**config.mk**
```make
export PLATFORM = sky130hd
export DESIGN_NAME = iq_src_mux
export DESIGN_NICKNAME = d
export VERILOG_FILES = /design/src/rtl/iq_mux_pkg.sv /design/src/rtl/iq_ramp_shift.sv /design/src/rtl/iq_src_mux.sv
export SDC_FILE = /design/constraint.sdc
export NUM_CORES = 1
export LEC_CHECK = 0
export CAP_MARGIN = 20
export CELL_PAD_IN_SITES_DETAIL_PLACEMENT = 0
export CELL_PAD_IN_SITES_GLOBAL_PLACEMENT = 1
export CORE_ASPECT_RATIO = 0.9
export CORE_MARGIN = 5
export CORE_UTILIZATION = 28
export DETAILED_ROUTE_END_ITERATION = 8
export PLACE_DENSITY_LB_ADDON = 0.1
export SLEW_MARGIN = 0
export SYNTH_ARGS = -nofsm -noshare
export SYNTH_HDL_FRONTEND = slang
export SYNTH_SLANG_ARGS = --single-unit
```
**constraint.sdc**
```tcl
create_clock -name clk -period 4.5 [get_ports clk]
set_input_delay 0.45 -clock clk [delete_from_list [all_inputs] [get_ports clk]]
set_output_delay 0.45 -clock clk [all_outputs]
set_load 0.005 [all_outputs]
```
**src/rtl/iq_mux_pkg.sv**
```systemverilog
// Shared types and constants for the I/Q source selector.
// Build option: IQ_SRC_MUX_RAMP_EN adds the RAMP state to the state encoding.
package iq_mux_pkg;

   localparam int DEF_DW        = 16;
   localparam int DEF_BLANK_LEN = 4;
   localparam int RAMP_STEPS    = 3;
   localparam int CNT_W         = 8;

`ifdef IQ_SRC_MUX_RAMP_EN
   typedef enum logic [1:0] {
      RUN   = 2'd0,
      BLANK = 2'd1,
      RAMP  = 2'd2
   } state_t;
`else
   typedef enum logic [0:0] {
      RUN   = 1'b0,
      BLANK = 1'b1
   } state_t;
`endif

endpackage

```
**src/rtl/iq_ramp_shift.sv**
```systemverilog
// Sign-preserving arithmetic right shift of an I/Q pair by 0..3.
// Only instantiated when IQ_SRC_MUX_RAMP_EN is defined.
module iq_ramp_shift #(
   parameter int DW = 16
) (
   input  logic [DW-1:0] i_data_i,
   input  logic [DW-1:0] i_data_q,
   input  logic [1:0]    i_shamt,
   output logic [DW-1:0] o_data_i,
   output logic [DW-1:0] o_data_q
);

   assign o_data_i = $signed(i_data_i) >>> i_shamt;
   assign o_data_q = $signed(i_data_q) >>> i_shamt;

endmodule

```
**src/rtl/iq_src_mux.sv**
```systemverilog
// Registered N-way I/Q source selector with blanking after every switch.
// Build option: IQ_SRC_MUX_RAMP_EN inserts a 3-sample ramp-up after the blank.
//
// state | meaning
// ------+-------------------------------------------------------------
// RUN   | selected source forwarded unchanged
// BLANK | new source's valid forwarded with zero data; counter = zeros still owed
// RAMP  | new source forwarded >>> counter (3,2,1); counter counts valid samples
module iq_src_mux
   import iq_mux_pkg::*;
#(
   parameter int N_SRC     = 2,
   parameter int DW        = DEF_DW,
   parameter int BLANK_LEN = DEF_BLANK_LEN,
   parameter int SW        = $clog2(N_SRC)
) (
   input  logic                clk,
   input  logic                rst,
   input  logic [N_SRC*DW-1:0] src_i_i,
   input  logic [N_SRC*DW-1:0] src_q_i,
   input  logic [N_SRC-1:0]    src_vld_i,
   input  logic [SW-1:0]       sel_i,
   input  logic                sel_req_i,
   output logic [DW-1:0]       out_i_o,
   output logic [DW-1:0]       out_q_o,
   output logic                out_vld_o,
   output logic [SW-1:0]       active_sel_o,
   output logic                busy_o,
   output logic                sel_err_o
);

   state_t           r_state;
   state_t           w_state_nxt;
   logic [CNT_W-1:0] r_cnt;
   logic [CNT_W-1:0] w_cnt_nxt;
   logic [SW-1:0]    r_active;
   logic [SW-1:0]    w_active_nxt;
   logic             w_err_nxt;
   logic             w_sel_oob;

   logic [DW-1:0]    w_src_i;
   logic [DW-1:0]    w_src_q;
   logic             w_src_vld;
   logic [DW-1:0]    w_out_i_nxt;
   logic [DW-1:0]    w_out_q_nxt;

   logic [DW-1:0]    r_out_i;
   logic [DW-1:0]    r_out_q;
   logic             r_out_vld;
   logic             r_busy;
   logic             r_err;

   assign w_sel_oob = ({1'b0, sel_i} >= (SW+1)'(N_SRC));

   // N-way select of the currently routed source
   always_comb begin
      w_src_i   = '0;
      w_src_q   = '0;
      w_src_vld = 1'b0;
      for (int k = 0; k < N_SRC; k++) begin
         if (r_active == SW'(k)) begin
            w_src_i   = src_i_i[k*DW +: DW];
            w_src_q   = src_q_i[k*DW +: DW];
            w_src_vld = src_vld_i[k];
         end
      end
   end

   // State, counter and routed-source registers
   always_ff @(posedge clk) begin
      if (rst) begin
         r_state  <= RUN;
         r_cnt    <= '0;
         r_active <= '0;
      end else begin
         r_state  <= w_state_nxt;
         r_cnt    <= w_cnt_nxt;
         r_active <= w_active_nxt;
      end
   end

   // Next state: count down valid samples, then let a legal new request override everything
   always_comb begin
      w_state_nxt  = r_state;
      w_cnt_nxt    = r_cnt;
      w_active_nxt = r_active;
      w_err_nxt    = 1'b0;

      case (r_state)
         BLANK: begin
            if (w_src_vld) begin
               w_cnt_nxt = r_cnt - CNT_W'(1);
               if (r_cnt == CNT_W'(1)) begin
`ifdef IQ_SRC_MUX_RAMP_EN
                  w_state_nxt = RAMP;
                  w_cnt_nxt   = CNT_W'(RAMP_STEPS);
`else
                  w_state_nxt = RUN;
`endif
               end
            end
         end
`ifdef IQ_SRC_MUX_RAMP_EN
         RAMP: begin
            if (w_src_vld) begin
               w_cnt_nxt = r_cnt - CNT_W'(1);
               if (r_cnt == CNT_W'(1)) begin
                  w_state_nxt = RUN;
               end
            end
         end
`endif
         default: begin
            w_state_nxt = r_state;
         end
      endcase

      if (sel_req_i) begin
         if (w_sel_oob) begin
            w_err_nxt = 1'b1;
         end else if (sel_i != r_active) begin
            w_active_nxt = sel_i;
            w_cnt_nxt    = CNT_W'(BLANK_LEN);
            w_state_nxt  = BLANK;
         end
      end
   end

`ifdef IQ_SRC_MUX_RAMP_EN
   logic [DW-1:0] w_ramp_i;
   logic [DW-1:0] w_ramp_q;

   // During RAMP the remaining step count doubles as the shift amount (3, 2, 1)
   iq_ramp_shift #(
      .DW (DW)
   ) u_ramp_shift (
      .i_data_i (w_src_i),
      .i_data_q (w_src_q),
      .i_shamt  (r_cnt[1:0]),
      .o_data_i (w_ramp_i),
      .o_data_q (w_ramp_q)
   );
`endif

   // Output data per state: forwarded, zeroed, or attenuated
   always_comb begin
      w_out_i_nxt = w_src_i;
      w_out_q_nxt = w_src_q;
      case (r_state)
         BLANK: begin
            w_out_i_nxt = '0;
            w_out_q_nxt = '0;
         end
`ifdef IQ_SRC_MUX_RAMP_EN
         RAMP: begin
            w_out_i_nxt = w_ramp_i;
            w_out_q_nxt = w_ramp_q;
         end
`endif
         default: begin
            w_out_i_nxt = w_src_i;
            w_out_q_nxt = w_src_q;
         end
      endcase
   end

   // Output register; busy is registered with the data so it flags exactly the blanked/ramped samples
   always_ff @(posedge clk) begin
      if (rst) begin
         r_out_i   <= '0;
         r_out_q   <= '0;
         r_out_vld <= 1'b0;
         r_busy    <= 1'b0;
         r_err     <= 1'b0;
      end else begin
         r_out_i   <= w_out_i_nxt;
         r_out_q   <= w_out_q_nxt;
         r_out_vld <= w_src_vld;
         r_busy    <= (r_state != RUN);
         r_err     <= w_err_nxt;
      end
   end

   assign out_i_o      = r_out_i;
   assign out_q_o      = r_out_q;
   assign out_vld_o    = r_out_vld;
   assign active_sel_o = r_active;
   assign busy_o       = r_busy;
   assign sel_err_o    = r_err;

endmodule
```
==> impl_metrics.json, run 1 <==
{
  "die_height_um": 83.80,
  "setup_viol": 0,
  "cp-start-kind": "register",
  "clock_latency_ns": 0.29,
  "num_vias": 1494,
  "diodes": 0,
  "cts.sinks": 44,
  "cp_max_fo": 22,
  "synth_top_cell_area_share_pct": 51.99,
  "crit_slowest_cell": "or4b_2",
  "syn2layout_area_growth_pct": 70.61,
  "critPathTopFamily": "simple AND/OR/NAND/NOR gates",
  "initial_core_util_pct": 29.26,
  "clock_skew_ns": 0.004374,
  "netlist_area_um2": 1694,
  "overflow": 0,
  "m1WireLength_um": 1777,
  "crit_chain": "buf_4, mux2i_1, or4b_2, a21oi_1",
  "clk_pin_slew_ns": 0.08,
  "hold_class": "register to register",
  "fin_setup_tns_ns": 0,
  "required_ns": 4.72,
  "dpl_cell_area_um2": 2783,
  "cpPeakStageDelay_ns": 0.72,
  "num_rows": 26,
  "hold_slack_ns": 0.4858,
  "whs_path_depth": 2,
  "dr_wl_met3_um": 499,
  "max_freq_mhz": 419.2,
  "synth_cell_types": 29,
  "clock_tree.buffer_depth": 2,
  "reg2regPathDepth": 4,
  "place.gp.congestion": 0.6928,
  "ios": 106,
  "numPortBuffers": 104,
  "async_reset_ff_share_pct": 0,
  "cts_setup_buffers": 0,
  "hpwl_um": 3493,
  "drcViolationCount": 0,
  "period_share_pct": 53.01,
  "crit_cells": 4,
  "critPathBufInv": 1,
  "nNetsFinal": 340,
  "report.final.slew_viol_count": 0,
  "endpoint_kind": "register",
  "post-place-ws_ns": 2.088,
  "grt_pass1_wl_um": 7196,
  "first_global_vias": 1475,
  "numCtsBuffers": 5,
  "finalHoldViolCount": 0,
  "yosys_warnings": 0,
  "p_per_area_nw_per_um2": 314.7,
  "dr.first_iter.drc_count": 37,
  "routed.top_layer": "met4",
  "critPathKind": "register to register",
  "stdcell_count": 339,
  "grt_max_degree": 33,
  "setup_ws_ns": 2.115,
  "drive_gt1_share_pct": 5.576,
  "h-tree-depth": 2,
  "synth_edf_count": 0,
  "core_um2": 5791,
  "status": "complete, no violations",
  "dp.cells": 331,
  "rsz0062_at_grt": "no",
  "synth.area.top_cells": "dfxtp_1 52%, mux2i_1 20%, nor2_1 8.2%",
  "antenna_found_initial": 0,
  "via_per_inst": 4.407,
  "grt.total_usage_pct": 11.61,
  "die-area_um2": 7708,
  "ys_ff_latch": 44,
  "netlist_instances": 166,
  "slew_headroom_pct": 35.39,
  "synthFlopType": "dfxtp_1",
  "avgSynthCellArea_um2": 10.21,
  "leakagePower_uw": 0.001080,
  "die-width_um": 91.99,
  "drtAntennaViolNets": 0,
  "min_period_ns": 2.385,
  "cp_data_arrival_time_ns": 2.61,
  "cts-resized-gates": 0,
  "ir_worst_vdd_mv": 0.1516,
  "cts_tree": "done",
  "clockRootBuffer": "clkbuf_8",
  "ys_seq_area_share_pct": 51.99,
  "drv_cap": 0,
  "cts_hold_buf": 0,
  "synth_fp_nets": 238,
  "wirelength_um": 4506,
  "worst_pin_slew_ns": 0.9422,
  "wl_met2_um": 2194,
  "synth.largest_area_cell": "dfxtp_1",
  "final_area_um2": 2890,
  "first_pass_iters": 3,
  "wl_per_cell_um": 13.29
}
==> area by class of cell <==
type	instances	area (um^2)
Timing Repair Buffer	105	1049
Tap cell	70	87.58
Clock buffer	6	72.57
Fill cell	583	2900
Clock inverter	2	35.03
Multi-Input combinational cell	109	753.2
Sequential cell	44	882.1
Inverter	3	11.26
==> path summary, 6_finish.rpt <==
check                    start  slack, ns       end
setup / recovery  active_sel_o       2.11  r_cnt[4]
hold / removal        r_cnt[7]       0.49  r_cnt[7]
setup reg to reg  active_sel_o       2.11  r_cnt[4]
hold reg to reg       r_cnt[7]       0.49  r_cnt[7]
==> layout by cell type, fill, tap and decap left out, drive strengths merged, types with 3 or more instances in the layout <==
master	synthesis	layout
nor2	37	37
or4b	3	3
mux2i	34	34
o41ai	3	3
clkbuf	4	6
o21ai	3	3
dfxtp	44	44
clkdlybuf4s50	0	104
or4	4	4
inv	3	3
a21oi	8	8
==> worst min-delay path: stages, from the launching register on <==
cell and delay [ns]:
dfxtp_1 0.33, o31ai_1 0.06, a21oi_1 0.05
==> logic make-up after synthesis <==
group                    synth area share (%)
AO/OA/AOI/OAI                           7.017
XOR/XNOR                               0.5171
adder cells (fa/ha/maj)                 1.477
buffers and inverters                   3.545
flip-flops                              51.99
multiplexers                            20.75
other                                  0.2214
AND/OR/NAND/NOR                         14.48
==> through the flow <==
stage	total power, uW	utilization (%)
after floorplan	506.8	-
after global placement	626.2	48.06
after detailed placement	626.1	48.06
after CTS	925.4	49.91
after global routing	958.5	49.91
final	909.5	49.91
==> Yosys cell counts, types with 2 or more instances <==
master	count
dfxtp_1	44
nor2_1	37
mux2i_1	34
a21oi_1	8
clkbuf_1	4
buf_1	3
buf_4	3
inv_1	3
o21ai_0	3
o41ai_1	3
or4_1	3
ha_1	2
nand2_1	2
o31ai_1	2
==> power by group <==
group	internal (uW)	switching, uW
clock	165	131
combinational	122	59.6
sequential	417	14.7
==> registers in the layout, indices dropped and copies added, names as in the netlist <==
| register | flops |
|---|---|
| active_sel_o | 1 |
| out_vld_o | 1 |
| busy_o | 1 |
| out_q_o | 16 |
| out_i_o | 16 |
| r_state | 1 |
| r_cnt | 8 |
==> metal layers <==
| metal | global-route usage (%) | vias up |
|---|---|---|
| met2 | 19.76 | 54 |
| met4 | 3.239 | 0 |
| met1 | 12.85 | 661 |
| li1 | - | 774 |
| met5 | 0 | - |
| met3 | 5.591 | 5 |
(Power assumes the default switching activity.)
==> run 2, diff against run 1 <==
- CORE_UTILIZATION: 28 -> 23
- clock period: 4.5 -> 2 ns (I/O delays scaled with it)
==> impl_metrics.json, run 2 (synthesis gave the netlist of run 1 again) <==
{
  "wirelength_um": 4935,
  "drcViolationCount": 0,
  "whs_endpoint": "r_cnt[7]",
  "clock_tree.buffer_depth": 2,
  "drtAntennaViolNets": 0,
  "wl_per_cell_um": 13.60,
  "core_um2": 7112,
  "dr.first_iter.drc_count": 28,
  "cp_max_fo": 6,
  "drv_cap": 0,
  "status": "complete, no violations",
  "report.final.slew_viol_count": 0,
  "dpl_cell_area_um2": 2841,
  "syn2layout_area_growth_pct": 71.79,
  "nNetsFinal": 344,
  "setup_viol": 0,
  "ios": 106,
  "rrSetupSlack_ns": 0.35,
  "first_pass_iters": 4,
  "cts_tree": "done",
  "num_rows": 29,
  "antenna_found_initial": 0,
  "h-tree-depth": 2,
  "clock_skew_ns": 0.004744,
  "leakagePower_uw": 0.001081,
  "period_share_pct": 82.30,
  "rsz0062_at_grt": "no",
  "mostFrequentLayoutCell": "clkdlybuf4s50_1",
  "cts_hold_buf": 0,
  "cp_data_arrival_time_ns": 1.86,
  "die_height_um": 91.42,
  "numPortBuffers": 104,
  "fillers": 743,
  "die-width_um": 100.5,
  "min_period_ns": 1.646,
  "setup_ws_ns": 0.3540,
  "required_ns": 2.22,
  "cts-resized-gates": 0,
  "holdCritStartpoint": "r_cnt[7]",
  "cts.sinks": 44,
  "clock_latency_ns": 0.28,
  "die-area_um2": 9185,
  "r2r-end": "r_cnt[5]",
  "numCtsBuffers": 5,
  "multi_input_area_um2": 753.2,
  "grt.total_usage_pct": 11.00,
  "clk_pin_slew_ns": 0.07,
  "grt_pass1_wl_um": 7824,
  "worstReg2RegStart": "r_cnt[2]",
  "p_per_area_nw_per_um2": 646.5,
  "whs_path_depth": 2,
  "reg2regPathDepth": 3,
  "final_area_um2": 2910,
  "initial_core_util_pct": 23.82,
  "fin_setup_tns_ns": 0,
  "drive_gt1_share_pct": 6.296,
  "hold_class": "register to register",
  "final_cell_mix": "104 x clkdlybuf4s50_1, 43 x dfxtp_1, 37 x nor2_1, 34 x mux2i_1, 8 x a21oi_1",
  "grt_max_degree": 33,
  "hpwl_um": 3831,
  "finalHoldViolCount": 0,
  "max_freq_mhz": 607.5,
  "critPathKind": "register to register",
  "slew_headroom_pct": 57.34,
  "clockRootBuffer": "clkbuf_8",
  "place.gp.congestion": 0.7181,
  "ff_latch_area_um2": 882.1,
  "worst_pin_slew_ns": 0.6398,
  "endpoint_kind": "register",
  "num_vias": 1540,
  "cp-start-kind": "register",
  "cts_setup_buffers": 0,
  "overflow": 0,
  "ir_worst_vdd_mv": 0.2320,
  "first_global_vias": 1551,
  "post-place-ws_ns": 0.2497,
  "via_per_inst": 4.242,
  "diodes": 0
}
[run 2: cell count changes in the layout (fill, tap and decap cells not counted), sizes merged]
cell | before | now
clkinv | 1 | 0
buf | 1 | 5
bufinv | 1 | 0
clkbuf | 6 | 5
[run 2: routing by layer]
layer,up-vias,wire [um],GRT usage (%)
met5,-,0,0
met4,0,51,3.704
met3,5,514,6.054
met2,56,2241,16.94
met1,698,2127,12.95
li1,781,-,-
[run 2: final cells by class]
cell class                 instances  share of cell area (%)
inverter                           3                  0.3869
timing repair buffer             109                   37.06
clock buffer                       5                   2.365
sequential                        44                   30.31
tap                               93                   3.998
multi-input combinational        109                   25.88
[run 2: how the worst max path moves through the flow]
stage | start | to | slack, ns
6_report | r_cnt[2] | r_cnt[5] | 0.35
2_1_floorplan | r_cnt[3] | r_cnt[6] | 0.43
3_5_place_dp | src_vld_i[1] | r_cnt[6] | 0.25
3_3_place_gp | src_vld_i[1] | r_cnt[6] | 0.29
5_1_grt | r_cnt[2] | r_cnt[7] | 0.29
4_1_cts | r_cnt[2] | r_cnt[5] | 0.35
[run 2: metrics by stage]
step	cells	total power [uW]	util [%]	hold WS, ns
final	363	1882	40.92	0.4938
after global routing	363	2013	40.92	0.5094
after CTS	363	1934	40.92	0.4934
after detailed placement	358	1424	39.95	0.4745
after global placement	358	1423	39.95	0.4780
after floorplan	166	1140	-	0.2667
[run 2: power breakdown]
group / switching (uW) / total [uW] / internal (uW)
Sequential: 23.1 / 962 / 939
Combinational: 150 / 431 / 281
Clock: 263 / 488 / 225
Total: 436 / 1880 / 1450
[run 2: worst max-delay path, cell delays in order (launching register included)]
cell     delay, ns
dfxtp_1       0.35
or4b_4        0.59
or4b_1        0.49
a21oi_1       0.15
